File: src/rtl/main_decoder_if.sv
// main_decoder_if: opcode in, registered datapath controls out
interface main_decoder_if;
   logic [10:0] Op;
   logic        Reg2Loc;
   logic        ALUSrc;
   logic        MemtoReg;
   logic        RegWrite;
   logic        MemRead;
   logic        MemWrite;
   logic        Branch;
   logic [1:0]  ALUOp;
   logic        Illegal;
   modport master (
      output Op,
      input  Reg2Loc, ALUSrc, MemtoReg, RegWrite, MemRead, MemWrite, Branch, ALUOp, Illegal
   );
   modport slave (
      input  Op,
      output Reg2Loc, ALUSrc, MemtoReg, RegWrite, MemRead, MemWrite, Branch, ALUOp, Illegal
   );
endinterface

File: src/rtl/main_decoder.sv
// main_decoder: LEGv8 opcode to control-word decode, one-cycle registered
module main_decoder (
   input  logic           clk,
   input  logic           reset,
   main_decoder_if.slave  bus
);
   logic [9:0] ctl_d;
   logic [9:0] ctl_q;
   always_comb begin
      ctl_d = 10'b0000000001;
      case (bus.Op) inside
         11'b11111000010: ctl_d = 10'b0111100000;
         11'b11111000000: ctl_d = 10'b1100010000;
         11'b10110100???: ctl_d = 10'b1000001010;
         11'b10001011000,
         11'b11001011000,
         11'b10001010000,
         11'b10101010000: ctl_d = 10'b0001000100;
         default:         ctl_d = 10'b0000000001;
      endcase
   end
   always_ff @(posedge clk or posedge reset)
      if (reset) ctl_q <= '0;
      else       ctl_q <= ctl_d;
   assign {bus.Reg2Loc, bus.ALUSrc, bus.MemtoReg, bus.RegWrite, bus.MemRead,
           bus.MemWrite, bus.Branch, bus.ALUOp, bus.Illegal} = ctl_q;
endmodule

File: src/flat_wrapper.sv
// flat-port wrapper written by rule: the top's interface ports become plain ports
module main_decoder_flat 
  (clk, reset, bus_Op, bus_Reg2Loc, bus_ALUSrc, bus_MemtoReg, bus_RegWrite, bus_MemRead, bus_MemWrite, bus_Branch, bus_ALUOp, bus_Illegal);
  main_decoder_if bus_i ();
  input  logic clk;
  input  logic reset;
  input wire logic [$bits(bus_i.Op)-1:0] bus_Op;
  output wire logic [$bits(bus_i.Reg2Loc)-1:0] bus_Reg2Loc;
  output wire logic [$bits(bus_i.ALUSrc)-1:0] bus_ALUSrc;
  output wire logic [$bits(bus_i.MemtoReg)-1:0] bus_MemtoReg;
  output wire logic [$bits(bus_i.RegWrite)-1:0] bus_RegWrite;
  output wire logic [$bits(bus_i.MemRead)-1:0] bus_MemRead;
  output wire logic [$bits(bus_i.MemWrite)-1:0] bus_MemWrite;
  output wire logic [$bits(bus_i.Branch)-1:0] bus_Branch;
  output wire logic [$bits(bus_i.ALUOp)-1:0] bus_ALUOp;
  output wire logic [$bits(bus_i.Illegal)-1:0] bus_Illegal;
  assign bus_i.Op = bus_Op;
  assign bus_Reg2Loc = bus_i.Reg2Loc;
  assign bus_ALUSrc = bus_i.ALUSrc;
  assign bus_MemtoReg = bus_i.MemtoReg;
  assign bus_RegWrite = bus_i.RegWrite;
  assign bus_MemRead = bus_i.MemRead;
  assign bus_MemWrite = bus_i.MemWrite;
  assign bus_Branch = bus_i.Branch;
  assign bus_ALUOp = bus_i.ALUOp;
  assign bus_Illegal = bus_i.Illegal;
  main_decoder u_core (.clk(clk), .reset(reset), .bus(bus_i));
endmodule
File: config.mk
export PLATFORM = sky130hd
export DESIGN_NAME = main_decoder_flat
export DESIGN_NICKNAME = d
export VERILOG_FILES = /design/src/rtl/main_decoder_if.sv /design/src/rtl/main_decoder.sv /design/src/flat_wrapper.sv
export SDC_FILE = /design/constraint.sdc
export NUM_CORES = 1
export LEC_CHECK = 0
export ABC_CLOCK_PERIOD_IN_PS = 1400
export CORE_AREA = 2 2 39 41
export CTS_CLUSTER_DIAMETER = 40
export DETAILED_ROUTE_END_ITERATION = 8
export DIE_AREA = 0 0 41 43
export GPL_TIMING_DRIVEN = 1
export HOLD_SLACK_MARGIN = 0.12
export SYNTH_ARGS = -nofsm -noshare
export SYNTH_HDL_FRONTEND = slang
export SYNTH_SLANG_ARGS = --single-unit
export TNS_END_PERCENT = 100
File: constraint.sdc
create_clock -name clk -period 1.4 [get_ports clk]
set_input_delay 0.35 -clock clk [delete_from_list [all_inputs] [get_ports clk]]
set_output_delay 0.35 -clock clk [all_outputs]
set_load 0.01 [all_outputs]
Word level (Yosys, flattened, before mapping)
Cells that the tools add are included.
{"block": "op_classes", "eq_ne": 7, "mux": 4, "n_reduce_logical": 1}
{"op": "equality test 11 bit (second input constant)", "count": 6}
{"op": "2-to-1 mux 10 bit", "count": 3}
{"op": "equality test 8 bit (second input constant)", "count": 1}
{"op": "2-to-1 mux 7 bit", "count": 1}
{"op": "OR reduction 4 bit", "count": 1}
{"block": "totals", "ff_bits": 10, "elab_cells": 13}

Logic depth before layout (Yosys ltp)
Gate-level depths: netlist (run 1).
{"block": "logic_depth", "word_depth": 6, "ltp_mapped": 3, "ltp_nobuf": 3}

Worst setup path after synthesis (run 1)
No wires, ideal clock.
{"block": "synth_timing", "kind": "input to register", "startpoint": "in bus_Op[5]", "endpoint": "reg u_core.ctl_q[9]", "setup_time_ps": 79, "t_arrival_ps": 1359, "required_ps": 1321, "slack_ps": -38, "stages": 3, "path_cell_list": "or4b_4 > or3_1 > a21oi_1"}
{"block": "synth_between", "elab_chain_len": 4, "elab_cells_between_ends": 6, "classes_between": "eq/ne: 3; mux: 3"}
{"element": "start: declaration", "line_no": "flat_wrapper.sv:7", "text": "input wire logic [$bits(bus_i.Op)-1:0] bus_Op;"}
{"element": "equality test 8 bit (no source line)"}
{"element": "2-to-1 mux 10 bit (2 in a row)", "line_no": "main_decoder.sv:11", "text": "case (bus.Op) inside"}
{"element": "2-to-1 mux 10 bit *", "line_no": "main_decoder.sv:11"}
{"element": "via u_core.ctl_d[9]", "line_no": "main_decoder.sv:7", "text": "logic [9:0] ctl_d;"}
{"element": "end signal: assignment", "line_no": "main_decoder.sv:24", "text": "else ctl_q <= ctl_d;"}
{"element": "end: declaration", "line_no": "main_decoder.sv:8", "text": "logic [9:0] ctl_q;"}
Mark *: on every way through the listed nets, which the timed path passes. The rest lies on a longest branch.

Worst setup path after layout (run 1)
{"block": "layout_timing", "startpoint": "in bus_Op[3]", "endpoint": "reg u_core.ctl_q[0]"}
{"block": "layout_between", "elab_chain_len": 6, "elab_cells_between_ends": 12, "classes_between": "eq/ne: 7; mux: 4; reduce/logical: 1"}
{"element": "equality test 11 bit (no source line)"}
{"element": "OR reduction 4 bit", "line_no": "main_decoder.sv:11"}
{"element": "2-to-1 mux 7 bit", "line_no": "main_decoder.sv:11"}
{"element": "2-to-1 mux 10 bit (2 in a row)", "line_no": "main_decoder.sv:11"}
{"element": "2-to-1 mux 10 bit *", "line_no": "main_decoder.sv:11"}
{"element": "via u_core.ctl_d[0]", "line_no": "main_decoder.sv:7"}
Marked as above.

==> results of run 1 <==
==> kinds of logic (layout without fill, tap and decap cells) <==
family	after synthesis	in the layout	synth area share (%)
AND/OR/NAND/NOR	12	12	27.1
flip-flops	8	8	59.5
AO/OA/AOI/OAI	4	4	6.69
buffers and inverters	4	32	6.69
==> cell usage in the layout (no fill, tap or decap) <==
cell type         n
nor3_2            1
a21oi_1           1
nor4bb_1          1
buf_2             2
clkbuf_4          3
dlygate4sd2_1    10
and2_1            1
clkdlybuf4s50_1   8
o21ai_2           1
nor4_1            1
clkdlybuf4s15_1   2
or4b_4            2
buf_4             5
and4b_2           1
nand4b_1          1
a21o_1            1
a21oi_2           1
inv_1             2
dfrtp_1           8
nand2b_1          1
nand2_1           1
or3_4             1
nor2_1            1
==> power by group <==
| group | leakage [nW] | internal [W] | switching [W] |
|---|---|---|---|
| Sequential | 0.107 | 0.000232 | 0.000000113 |
| Combinational | 0.206 | 0.0000397 | 0.0000214 |
| Clock | 0.0138 | 0.0000970 | 0.0000619 |
| Total | 0.326 | 0.000369 | 0.0000835 |
==> cell type report <==
cell class                 count  area [sq um]
clock buffer                   3          22.5
fill                         153           763
inverter                       2          7.51
multi-input combinational     16           135
sequential                     8           200
tap                           16          20.0
timing repair buffer          27           235
==> worst paths after layout <==
path | cells after the start | to | start
hold / removal | 2 | u_core.ctl_q[2] | reset
setup / recovery | 4 | u_core.ctl_q[0] | bus_Op[3]
max in group asynchronous | 2 | u_core.ctl_q[0] | reset
min in group clk | 3 | u_core.ctl_q[8] | bus_Op[0]
==> through the flow <==
step                      cell area [sq um]  setup slack (ps)
after floorplan                         337             -21.2
after CTS                               607              5.28
after detailed placement                599              -509
after global placement                  599              -470
after global routing                    621             -5.63
final                                   621              40.5
==> worst max-delay path, cell delays in order <==
cell,delay (ps)
clkdlybuf4s50_1,430
or4b_4,550
o21ai_2,70
a21oi_1,70
==> routing by layer <==
metal / vias up / global-route usage, % / part of all wire [%]
li1: 158 / - / -
met3: 2 / 1.57 / 13
met5: - / 0 / 0
met4: 0 / 10.0 / 2.0
met2: 20 / 15.0 / 49
met1: 129 / 10.2 / 36
==> timing repair <==
action                     CTS  global route
resized for setup           21             5
setup endpoints to repair   18             2
setup buffers                0             0
pin swaps                    3             2
hold endpoints to repair     0             0
==> metrics.txt, run 1 <==
outcome complete, no violations; layout-stage area growth over the synthesis result 84.4%; Overall Power 0.000453 W; cell types with the largest area share after synthesis dfrtp_1, buf_4, or4b_4; port bufs 22; path type of the worst min-delay path input port to async pin; via count normalized by instance count 4.29; final setup vio count 0; total number of H-tree levels 1; number of enable flip-flop cells after synthesis 0; largest register by flop count u_core.ctl_q; top cells by instance count after synthesis dfrtp_1, a21oi_1, buf_4, inv_1; max reg flops 8; Mapped Nets 41; full die area ~1800 sq um; final period utilization between 90% and 100%; number of maximum-capacitance violations 0; count of yosys warnings during synthesis 0; Root Buffer clkbuf_4; number of violations reported at the end of detailed-routing iteration 0 1; number of antenna violations at the first check in global routing 0; overall via count from detail_route roughly 310; hold_buf cts 0; most common flop cell mapped by yosys dfrtp_1; Worst VDD drop around 230 uV; first-pass GRT wire length 1.13 mm; number of nets in the final layout 71; total standard cell area after synthesis roughly 340 sq um; hpwl dp 557 um; Starting Density around a quarter; type of the worst setup path input port to register; biggest area consumer among synthesized cells dfrtp_1; cell with the most instances after synthesis dfrtp_1; Remaining DRCs 0; Die Wd around 40 um; mean area per synthesized cell ~12 sq um; average routed wire per standard cell just over 9 um; final core utilization between 40 and 50%; Core Area 1380 sq um; Static Leakage around 0.33 nW; Final Instance Count excl. Fillers 72; share of post-route cells with drive strength above 1 between 30% and 40%; hold_ws roughly 340 ps; clock slew seen by the registers of the worst setup and hold paths around 50 ps; grt ovf 0; Sinks on Clock Net 8; fraction of registers with async set/reset between 90% and 100%; top flop regs u_core.ctl_q x8; Power Density approximately 730 nW/um^2; number of global-route vias before repair approximately 300; Distinct cells, synth 18; sequential share of the synthesized area roughly three fifths; final antenna diode count 0; worst endpoint data arrival time between 1000 and 1500 ps; number of buffers added by the clock tree synthesis step 3; launching element type of the critical path input port; number of routed nets with antenna violations 0; buffer levels on the longest clock path 2; shortest period the worst path allows 1360 ps; max-slew violation total from the final report 0; number of cells in the design after placement 69; highest clock rate roughly 740 MHz; worst path required time 1520 ps; Die Span Y roughly 43 um; fraction of synthesized cell area taken by the top area cell type between 50% and 60%; TritonCTS clock tree built; endpoints failing hold 0; Setup TNS Final 0 ps; number of placement rows 14; number of top-level design ports 23; Cells after Synth 28; Seq cells post-synth 8; slew at the pin closest to its max-slew limit between 200 and 300 ps; overall routing resource usage around a tenth; Slew Limit Headroom about four fifths; peak fanout along the critical path 3; total routed wirelength between 600 and 700 um; critical path endpoint category register; Final Wtd Congestion 0.725; drt first pass iters 3; pin count of the biggest net entering global routing 9
Note: power is estimated with default switching activity, not from simulation.
==> run 2, diff against run 1 <==
--- a/config.mk
+++ b/config.mk
@@ -8,6 +8,7 @@
 export ABC_CLOCK_PERIOD_IN_PS = 1400
 export CORE_AREA = 2 2 39 41
 export CTS_CLUSTER_DIAMETER = 40
+export CTS_CLUSTER_SIZE = 24
 export DETAILED_ROUTE_END_ITERATION = 8
 export DIE_AREA = 0 0 41 43
 export GPL_TIMING_DRIVEN = 1
==> results of run 2 <==
No change in the layout: final DEF, timing and power equal those of run 1.
==> run 3, diff against run 2 <==
--- a/config.mk
+++ b/config.mk
@@ -6,13 +6,13 @@
 export NUM_CORES = 1
 export LEC_CHECK = 0
 export ABC_CLOCK_PERIOD_IN_PS = 1400
-export CORE_AREA = 2 2 39 41
+export CORE_AREA = 5 5 42 44
 export CTS_CLUSTER_DIAMETER = 40
 export CTS_CLUSTER_SIZE = 24
 export DETAILED_ROUTE_END_ITERATION = 8
-export DIE_AREA = 0 0 41 43
+export DIE_AREA = 0 0 47 49
 export GPL_TIMING_DRIVEN = 1
-export HOLD_SLACK_MARGIN = 0.12
+export HOLD_SLACK_MARGIN = 0.1
 export SYNTH_ARGS = -nofsm -noshare
 export SYNTH_HDL_FRONTEND = slang
 export SYNTH_SLANG_ARGS = --single-unit
==> metrics.txt, run 3 (synthesis gave the netlist of run 1 again) <==
outcome complete, no violations; final setup vio count 0 (unchanged); number of placement rows 14 (unchanged); overall routing resource usage 6.82% (-3.0 points); Die Span Y 49 um (+14%); number of cells in the design after placement 69 (unchanged); leading cell types in the layout, fill and taps excluded dlygate4sd2_1, clkdlybuf4s50_1, dfrtp_1; share of post-route cells with drive strength above 1 23.2% (-7.1 points); endpoints failing hold 0 (unchanged); Starting Density 24.0% (-0.30 points); cell with the largest stage delay on the worst path or4b_4; Remaining DRCs 0 (unchanged); Static Leakage 0.324 nW (-0.71%); average routed wire per standard cell 9.61 um (+4.8%); number of routed nets with antenna violations 0 (unchanged); number of violations reported at the end of detailed-routing iteration 0 7 (+6); slew at the pin closest to its max-slew limit 277 ps (+4.55 ps); CP Launch Point bus_Op[2]; peak fanout along the critical path 4 (+1); total routed wirelength 692 um (+4.8%); Slew Limit Headroom 81.5% (-0.30 points); port bufs 22 (unchanged); final antenna diode count 0 (unchanged); hold_buf cts 0 (unchanged); cell-by-cell listing of the critical path clkdlybuf4s15_1 > or4b_4 > or3_1 > a21oi_1; layout-stage area growth over the synthesis result 81.8%; post-route setup slack 29.0 ps (-11.6 ps); Seq. cell area 200 sq um (unchanged); overall via count from detail_route 327 (+5.8%); Power Density 751 nW/um^2 (+2.9%); max reg flops 8 (unchanged); critical path endpoint category register; number of buffers added by the clock tree synthesis step 3 (unchanged); setup repair after global routing missed its margin false; shortest period the worst path allows 1370 ps (+11.6 ps); buffers and inverters on the worst path 1 (unchanged); worst path required time 1570 ps (+50 ps); highest clock rate 729 MHz (-0.85%); Die Wd 47 um (+15%); pin count of the biggest net entering global routing 9 (unchanged); via count normalized by instance count 4.54 (+5.8%); Sinks on Clock Net 8 (unchanged); number of nets in the final layout 71 (unchanged); largest register by flop count u_core.ctl_q; Worst VDD drop 294 uV (+26%); clock slew seen by the registers of the worst setup and hold paths 50 ps (about the same); worst slack at placement -471 ps (+37.7 ps); TritonCTS clock tree built; number of global-route vias before repair 291 (-2.7%); Root Buffer clkbuf_4; number of maximum-capacitance violations 0 (unchanged); buffer levels on the longest clock path 2 (unchanged); Final Wtd Congestion 0.708 (-2.4%); maximum single-stage delay on the critical path 530 ps (-20 ps); worst endpoint data arrival time 1550 ps (+70 ps); stages on the worst setup path 4 (unchanged); most common cell after layout, fill and taps aside dlygate4sd2_1; final period utilization 97.9% (+0.83 points); grt ovf 0 (unchanged); total number of H-tree levels 1 (unchanged); number of antenna violations at the first check in global routing 0 (unchanged); top flop regs u_core.ctl_q x8; count of filler cells inserted in the layout 164 (+7.2%); launching element type of the critical path input port; footprint of the multi-input gates 123 sq um (-9.3%); max-slew violation total from the final report 0 (unchanged); cell family with most CP delay simple AND/OR/NAND/NOR gates; path type of the worst min-delay path input port to async pin; Core Area 1400 sq um (+1.3%); type of the worst setup path input port to register; number of top-level design ports 23 (unchanged); first-pass GRT wire length 1.06 mm (-6.7%); Setup TNS Final 0 ps (unchanged); destination of the critical timing path u_core.ctl_q[9]; full die area 2300 sq um (+31%); drt first pass iters 4 (+1); Final Instance Count excl. Fillers 72 (unchanged)
-- run 3: cell count changes in the layout (fill, tap and decap cells not counted), sizes merged --
cell / change
dlygate4sd2: +1
buf: -1
-- run 3: routing by layer --
metal / wire length [um] / track usage [%] / share of wire, % / vias to the layer above
met5: 0 / 0 / 0 / -
met4: 17 / 11.1 / 2.5 / 0
met3: 96 / 0 / 14 / 2
met2: 343 / 9.28 / 50 / 21
met1: 234 / 7.01 / 34 / 145
li1: - / - / - / 159
-- run 3: worst min path at each step --
stage,start,endpoint,slack (ps),depth (start not counted)
final,reset,u_core.ctl_q[4],340,2
after CTS,reset,u_core.ctl_q[4],340,2
after detailed placement,reset,u_core.ctl_q[4],610,2
after global placement,reset,u_core.ctl_q[4],610,2
after global routing,reset,u_core.ctl_q[4],360,2
after floorplan,reset,u_core.ctl_q[0],170,1
-- run 3: layout make-up --
cell class | instances | area share, %
tap | 16 | 3.27
timing repair buffer | 27 | 39.1
sequential | 8 | 32.7
clock buffer | 3 | 3.68
inverter | 2 | 1.23
multi-input combinational | 16 | 20.0
-- run 3: what timing repair did --
item,CTS,global route
buffers inserted,0,0
gates resized for setup,21,0
pin swaps,3,1
gates cloned,0,0
hold endpoints to repair,0,0
setup endpoints to repair,17,1
-- run 3: per-stage QoR --
| stage | power, W | cell area (sq um) | utilization (%) | hold WS [ps] |
|---|---|---|---|---|
| after floorplan | 0.000250 | 337 | - | 166 |
| after global placement | 0.000299 | 599 | 42.8 | 608 |
| after detailed placement | 0.000299 | 599 | 42.8 | 612 |
| after CTS | 0.000472 | 612 | 43.7 | 341 |
| after global routing | 0.000487 | 612 | 43.7 | 362 |
| final | 0.000459 | 612 | 43.7 | 336 |
-- run 3: power by group --
part | switching [W] | internal, W
clock network | 0.0000703 | 0.0000975
logic | 0.0000195 | 0.0000396
registers | 0.000000122 | 0.000232
total | 0.0000899 | 0.000369
